`src/rtl/spi_tx_sched.sv`:
```
// rtl/spi_tx_sched.sv - round-robin SPI transmit scheduler feeding the slave serializer
// Optional SPI_SCHED_PRIO_EN: fixed priority arbitration, req[0] highest.
module spi_tx_sched #(
   parameter int NREQ        = 4,
   parameter int DW          = 14,
   parameter int SYNC_STAGES = 2,
   localparam int GW         = $clog2(NREQ),
   localparam int CW         = $clog2(DW) + 1
) (
   input  logic             clk,
   input  logic             rst,
   input  logic             sck,
   input  logic             cs,
   input  logic [NREQ-1:0]  req,
   input  logic [NREQ*DW-1:0] req_data,
   output logic [NREQ-1:0]  ack,
   output logic [DW-1:0]    p2s_data,
   output logic             head_flag,
   output logic [GW-1:0]    grant_id,
   output logic             busy,
   output logic             frame_done,
   output logic             frame_abort
);

   typedef enum logic [2:0] {S_IDLE, S_GRANT, S_LOAD, S_SHIFT, S_TAIL} state_t;

   state_t                 r_state, w_next;
   logic [SYNC_STAGES-1:0] r_sck_sync, r_cs_sync;
   logic                   r_sck_d, r_cs_d;
   logic                   w_sck_fall, w_cs_fall, w_cs_rise;
   logic [GW-1:0]          r_last, r_grant_id, w_win;
   logic                   w_found;
   logic [DW-1:0]          r_p2s;
   logic [CW-1:0]          r_bit_cnt;
   logic [NREQ-1:0]        r_ack;
   logic                   r_done, r_abort;
   logic                   w_done_evt, w_abort_evt;

   function automatic logic [GW-1:0] search_idx(input logic [GW-1:0] last, input int k);
      int t;
`ifdef SPI_SCHED_PRIO_EN
      t = k - 1;
`else
      t = (int'(last) + k) % NREQ;
`endif
      return GW'(t);
   endfunction

   // cs synchronizer resets to the deselected level so reset release is not a cs_fall
   always_ff @(posedge clk or posedge rst) begin
      if (rst) begin
         r_sck_sync <= '0;
         r_cs_sync  <= '1;
         r_sck_d    <= 1'b0;
         r_cs_d     <= 1'b1;
      end else begin
         r_sck_sync <= {r_sck_sync[SYNC_STAGES-2:0], sck};
         r_cs_sync  <= {r_cs_sync[SYNC_STAGES-2:0], cs};
         r_sck_d    <= r_sck_sync[SYNC_STAGES-1];
         r_cs_d     <= r_cs_sync[SYNC_STAGES-1];
      end
   end

   assign w_sck_fall = r_sck_d & ~r_sck_sync[SYNC_STAGES-1];
   assign w_cs_fall  = r_cs_d & ~r_cs_sync[SYNC_STAGES-1];
   assign w_cs_rise  = ~r_cs_d & r_cs_sync[SYNC_STAGES-1];

   // Scan downward so the lowest search position that requests wins
   always_comb begin
      w_found = 1'b0;
      w_win   = '0;
      for (int k = NREQ; k >= 1; k--) begin
         if (req[search_idx(r_last, k)]) begin
            w_found = 1'b1;
            w_win   = search_idx(r_last, k);
         end
      end
   end

   always_ff @(posedge clk or posedge rst) begin
      if (rst) r_state <= S_IDLE;
      else     r_state <= w_next;
   end

   always_comb begin
      w_next      = r_state;
      w_done_evt  = 1'b0;
      w_abort_evt = 1'b0;
      case (r_state)
         S_IDLE:  if (w_cs_fall) w_next = S_GRANT;
         S_GRANT: begin
            if (w_cs_rise) begin
               w_abort_evt = 1'b1;
               w_next      = S_IDLE;
            end else begin
               w_next = S_LOAD;
            end
         end
         S_LOAD: begin
            if (w_cs_rise) begin
               w_abort_evt = 1'b1;
               w_next      = S_IDLE;
            end else if (w_sck_fall) begin
               w_next = S_SHIFT;
            end
         end
         S_SHIFT: begin
            if (w_cs_rise) begin
               w_abort_evt = 1'b1;
               w_next      = S_IDLE;
            end else if (w_sck_fall && r_bit_cnt == CW'(DW-1)) begin
               w_done_evt = 1'b1;
               w_next     = S_TAIL;
            end
         end
         S_TAIL:  if (w_cs_rise) w_next = S_IDLE;
         default: w_next = S_IDLE;
      endcase
   end

   always_ff @(posedge clk or posedge rst) begin
      if (rst) begin
         r_p2s      <= '0;
         r_grant_id <= '0;
         r_last     <= GW'(NREQ-1);
         r_bit_cnt  <= '0;
         r_ack      <= '0;
         r_done     <= 1'b0;
         r_abort    <= 1'b0;
      end else begin
         r_ack   <= '0;
         r_done  <= w_done_evt;
         r_abort <= w_abort_evt;
         if (r_state == S_GRANT) begin
            if (w_found) begin
               r_p2s        <= req_data[int'(w_win)*DW +: DW];
               r_grant_id   <= w_win;
               r_last       <= w_win;
               r_ack[w_win] <= 1'b1;
            end else begin
               r_p2s <= '0;
            end
         end
         if (r_state == S_LOAD && w_sck_fall && !w_cs_rise)
            r_bit_cnt <= '0;
         else if (r_state == S_SHIFT && w_sck_fall && !w_cs_rise && r_bit_cnt < CW'(DW-1))
            r_bit_cnt <= r_bit_cnt + 1'b1;
      end
   end

   assign ack         = r_ack;
   assign p2s_data    = (r_state == S_IDLE) ? '0 : r_p2s;
   assign head_flag   = (r_state == S_SHIFT);
   assign grant_id    = r_grant_id;
   assign busy        = (r_state != S_IDLE);
   assign frame_done  = r_done;
   assign frame_abort = r_abort;

endmodule

```
`config.mk`:
```
export PLATFORM = sky130hd
export DESIGN_NAME = spi_tx_sched
export DESIGN_NICKNAME = d
export VERILOG_FILES = /design/src/rtl/spi_tx_sched.sv
export SDC_FILE = /design/constraint.sdc
export NUM_CORES = 1
export LEC_CHECK = 0
export CAP_MARGIN = 20
export CORE_ASPECT_RATIO = 0.9
export CORE_MARGIN = 5
export CORE_UTILIZATION = 46
export DETAILED_ROUTE_END_ITERATION = 6
export GPL_TIMING_DRIVEN = 0
export PLACE_DENSITY = 0.93
export SYNTH_ARGS = -nofsm -noshare
export SYNTH_HDL_FRONTEND = slang
export SYNTH_SLANG_ARGS = --single-unit
```
`constraint.sdc`:
```
create_clock -name clk -period 3.9 [get_ports clk]
set_input_delay 0.39 -clock clk [delete_from_list [all_inputs] [get_ports clk]]
set_output_delay 0.39 -clock clk [all_outputs]
set_load 0.01 [all_outputs]
```
Word level (Yosys, flattened, before mapping) --
Index checks and enable logic that the tools add are counted.
Word-level totals: register bits after elaboration 38, output and inout port bits 24, input bits 64, word-level logic and storage cells 92
Cells by class: multiplexer cells 37, reductions and logical operators 14, $mul 1, eq/ne operators 9, add/sub/neg operators 5, order comparisons 7, shift-type cells 1, bitwise operators 6
Operator list (number):
- variable part select 56 x 7 -> 14 bit | 1
- 2-to-1 mux 14 bit | 2
- 2-to-1 mux 3 bit | 6
- < comparator 2 x 3 -> 1 bit (second input constant) | 5
- case mux 3 bit (5 select lines) | 1
- 2-to-1 mux 1 bit | 14
- 2-to-1 mux 2 bit | 5
- 2-to-1 mux 5 bit | 2
- binary-select mux 1 bit (select 2 bit) | 4
- 2-to-1 mux 4 bit | 2
- logical AND 1 bit | 7
- equality test 3 x 2 -> 1 bit (second input constant) | 2
- adder 5 x 1 -> 5 bit (second input constant) | 1
- equality test 5 x 4 -> 1 bit (second input constant) | 1
- < comparator 5 x 4 -> 1 bit (second input constant) | 1
- multiplier 2 x 3 -> 5 bit (second input constant) | 1
- adder 2 x 1 -> 2 bit (second input constant) | 2
- adder 2 bit (second input constant) | 2
- != test 2 bit (second input constant) | 2
- AND reduction 4 bit | 1
- bitwise AND 1 bit | 3
- equality test 3 x 1 -> 1 bit (second input constant) | 1
- equality test 3 bit (second input constant) | 1
- logical NOT 3 bit | 1
- 10 further kinds | 12

Depth between registers and ports, before layout --
word-level depth 13, gate-level depth with buffers 8, gate-level depth less buffers 6

Worst setup path after synthesis --
Ideal clock, no wire load.
kind register to register, start reg r_last[1], end reg r_p2s[0], path slack 1689 ps, setup time 126 ps, arrival time 2085 ps, buffers on the path 2, period minus slack after synthesis 2211 ps, required time 3774 ps, cell stages (with the launch flop) 8, cells stage by stage dfstp_2 -> buf_6 -> mux2i_1 -> nor2_1 -> a311oi_4 -> buf_6 -> mux2_4 -> a221o_1
Between the ends: longest elaborated chain between the ends 10, elaborated cells between the ends (all ways) 23, classes of those cells 4 x add/sub; 1 x mul; 1 x shift; 17 x mux
RTL lines:
- from (decl) | line 31 | logic [GW-1:0] r_last, r_grant_id, w_win;
- from (signal assigned) | line 125 | r_last <= GW'(NREQ-1);
- from (signal assigned) | line 138 | r_last <= w_win;
- adder 2 x 1 -> 2 bit | line 44 | t = (int'(last) + k) % NREQ;
- binary-select mux 1 bit (select 2 bit) | line 73 | if (req[search_idx(r_last, k)]) begin
- 2-to-1 mux 1 bit (not written as such) | line 73
- 2-to-1 mux 2 bit (4 in series) | line 73
- multiplier 2 x 3 -> 5 bit | line 136 | r_p2s <= req_data[int'(w_win)*DW +: DW];
- variable part select 56 x 7 -> 14 bit | line 136
- 2-to-1 mux 14 bit (*) | line 135 | if (w_found) begin
- to (signal assigned) | line 136
- to (decl) | line 33 | logic [DW-1:0] r_p2s;
Every way passes the cells marked *; elsewhere a longest branch is shown, timed or not. The select of a mux whose other input is x is not followed. A chain may end at the register's enable or synchronous reset.

Final worst setup path --
start reg r_state[2], end out p2s_data[8]
Between the ends: longest elaborated chain between the ends 2
RTL lines:
- from (decl) | line 27 | state_t r_state, w_next;
- from (signal assigned) | line 82 | else r_state <= w_next;
- logical NOT 3 bit | line 152 | assign p2s_data = (r_state == S_IDLE) ? '0 : r_p2s;
- 2-to-1 mux 14 bit | line 152
- to (decl) | line 17 | output logic [DW-1:0] p2s_data,
Every way passes these cells.

==> metrics.cfg <==
[outcome]
outcome = complete, no violations

[timing]
fmax_mhz = 331.5
grt_setup_unrepaired = no
hold_viol_final = 0
maxSlewViolCount = 0
min_period_ns = 3.017
tns_ns = 0
fin_ws_ns = 0.8830
fin_worst_skew_ns = 0.008276
tightestPinTransition_ns = 0.8787
relSlewSlack_pct = 40.97
fin_crit_sh_pct = 77.36
setup_violations = 0

[placement]
dp_cells = 366
gp_congestion = 0.7711
placed_area_um2 = 3079
hpwl_um = 4539
dp_slack_ns = 0.9727
port_buffers = 86

[synth]
yosys.cell_types.count = 38
synth_warnings = 0
yosysSeqAreaShare_pct = 45.29
syn_nets = 283
synthCells = 217
syn_avg_cell_area_um2 = 9.739
synthTopCellsByArea = dfrtp_1 (39%), a221o_1 (6.6%), dfstp_2 (6.2%), nor2b_1 (5.9%), nor2_1 (5.9%)
synthDominantCellAreaShare_pct = 39.08
yosysTopAreaCell = dfrtp_1
synth-seq-cells = 38
syn_area_um2 = 2113

[routing]
vias = 2000
first_iter_violations = 85
ant_nets = 0
detail_route.vias_per_cell = 5.348
drc = 0
wire_per_inst_um = 15.44
wirelength_um = 5773
first_pass_iters = 5

[finish]
final_nets = 377
drive_gt1_share_pct = 12.82
fillers = 331
fin_cells = 374
fin_util_pct = 72.23
n_antenna_cell = 0
area_growth_pct = 52.46
stdcell_area_um2 = 3222

[hold_path]
min_from = r_sck_sync[0]
hold-path-endpoint = r_sck_sync[1]
hold_path.class = reg -> reg
hold_depth = 0

[clock_network]
numCtsBuffers = 5
clock_sinks = 38
cts.repair.resized = 0
cts_tree = done
cts_max_path_buffers = 2
post_cts_buffers = 0
cts.clk_slew.worst_paths_ns = 0.07
cts-root-buf = clkbuf_8
h-tree-depth = 2
cts_hold_buffers = 0
clock_latency_ns = 0.28

[critical_path]
worstReg2RegStart = r_last[1]
worst_ep_required_time_ns = 3.51
cp-end-kind = output pin
r2r_slack_ns = 1.36
r2r-end = r_p2s[5]
critPathArrivalTime_ns = 2.63
critical_path_class = reg -> out
cp_max_fo = 10
crit_path_start_kind = register
worst_r2r_path_depth = 7

[floorplan]
fp.dieW_um = 81.45
start_util_pct = 47.38
fp-row-count = 23
dieArea_um2 = 6051
io_pins = 88
dieHeight_um = 74.30
core_um2 = 4461

[job]
drv_cap = 0

[power_and_ir_drop]
p_leak_uw = 0.001359
peakVddDrop_v = 0.0003191
powerDensity_nw_per_um2 = 652.0

[grt]
grt_pass1_vias = 1957
grt_pass1_wl_um = 9045
antenna_found_initial = 0
grt_overflow_total = 0
grt_start_max_net_pins = 24
grt_usage_pct = 19.44

worst max-delay path, cell delays in order, from the launching register on:
cell and delay (ns):
dfrtp_1 0.36, clkbuf_1 0.18, nor3_1 0.76, clkbuf_1 0.43, nor2b_1 0.11, clkdlybuf4s50_1 0.50
per-layer routing:
metal | up-vias | track usage (%) | routed length [um]
li1 | 948 | - | -
met1 | 954 | 23.79 | 2232
met2 | 90 | 33.54 | 2914
met3 | 8 | 5.569 | 555
met4 | 0 | 5.441 | 70
met5 | - | 0 | 0
how the worst max path moves through the flow:
stage / start / end / slack [ns]
finish: r_state[2] / p2s_data[8] / 0.88
detailed placement: req[3] / r_p2s[5] / 0.97
global route: r_state[2] / p2s_data[8] / 0.64
global placement: req[3] / r_p2s[5] / 1.03
CTS: r_state[2] / p2s_data[8] / 0.85
floorplan: r_last[1] / r_p2s[0] / 1.69
Yosys cell counts:
cell       instances
o21a_1             2
mux2_4             6
a41o_1             1
o21bai_2           1
mux2_2             8
a21boi_2           1
mux2i_1            1
clkbuf_1           5
a31oi_1            2
a221o_1           14
a21oi_2            1
xnor2_1            2
buf_4              2
nor2b_1           20
and3_1             3
dfrtp_1           33
and4_1             1
nor3_1             3
nand2b_1           3
a2111oi_0          1
buf_1              2
o221a_2            1
nor3b_1            2
o22ai_1            1
buf_6              2
buf_2              3
a21oi_1           20
inv_1              8
and2_1             3
nand2_1           15
dfstp_2            5
ha_1               2
nor2_1            33
a311oi_4           1
a211oi_1           2
o21ai_0            5
nand4_1            1
nor4_1             1
placed cells by master (no fill, tap or decap), types with 5 or more instances in the layout:
cell	n
a21oi_1	20
mux2_2	8
dfrtp_1	33
o21ai_0	5
nor2b_1	20
mux2_4	6
nor2_1	33
nand2_1	15
inv_1	8
a221o_1	14
dfstp_2	5
clkbuf_1	5
clkbuf_8	6
clkdlybuf4s50_1	86
sequential cells by signal, summed over array words and instances (netlist names):
register     cells
ack              4
frame_abort      1
frame_done       1
grant_id         2
r_bit_cnt        5
r_cs_d           1
r_cs_sync        2
r_last           2
r_p2s           14
r_sck_d          1
r_sck_sync       2
r_state          3
report_power, final:
part	switching, uW	internal (uW)	leakage [uW]
clock network	130	273	0.0000714
registers	77.1	530	0.000454
logic	505	586	0.000834
total	712	1390	0.00136
logic make-up (layout without fill, tap and decap cells):
group                    count (synthesis)  in the layout  share of synthesized area (%)
multiplexers                            15             15                          9.000
AO/OA/AOI/OAI                           53             53                          19.01
AND/OR/NAND/NOR                         85             85                          19.54
flip-flops                              38             38                          45.29
XOR/XNOR                                 2              2                         0.8290
buffers and inverters                   22            117                          5.151
adder cells (fa/ha/maj)                  2              2                          1.184
through the flow:
stage,power [uW],hold WS [ns]
finish,2101,0.3494
global route,2247,0.3559
CTS,2112,0.3516
detailed placement,1706,0.3347
global placement,1658,0.3336
floorplan,1247,0.3312
area by class of cell:
| class | count | area, um^2 | area share (%) |
|---|---|---|---|
| timing repair buffer | 87 | 888.4 | 27.57 |
| clock inverter | 2 | 60.06 | 1.864 |
| inverter | 8 | 30.03 | 0.9320 |
| tap | 62 | 77.57 | 2.408 |
| multi-input combinational | 157 | 1047 | 32.50 |
| sequential | 38 | 957.2 | 29.71 |
| buffer | 14 | 78.83 | 2.447 |
| clock buffer | 6 | 82.58 | 2.563 |
No activity file was read; power rests on OpenSTA's default activity.
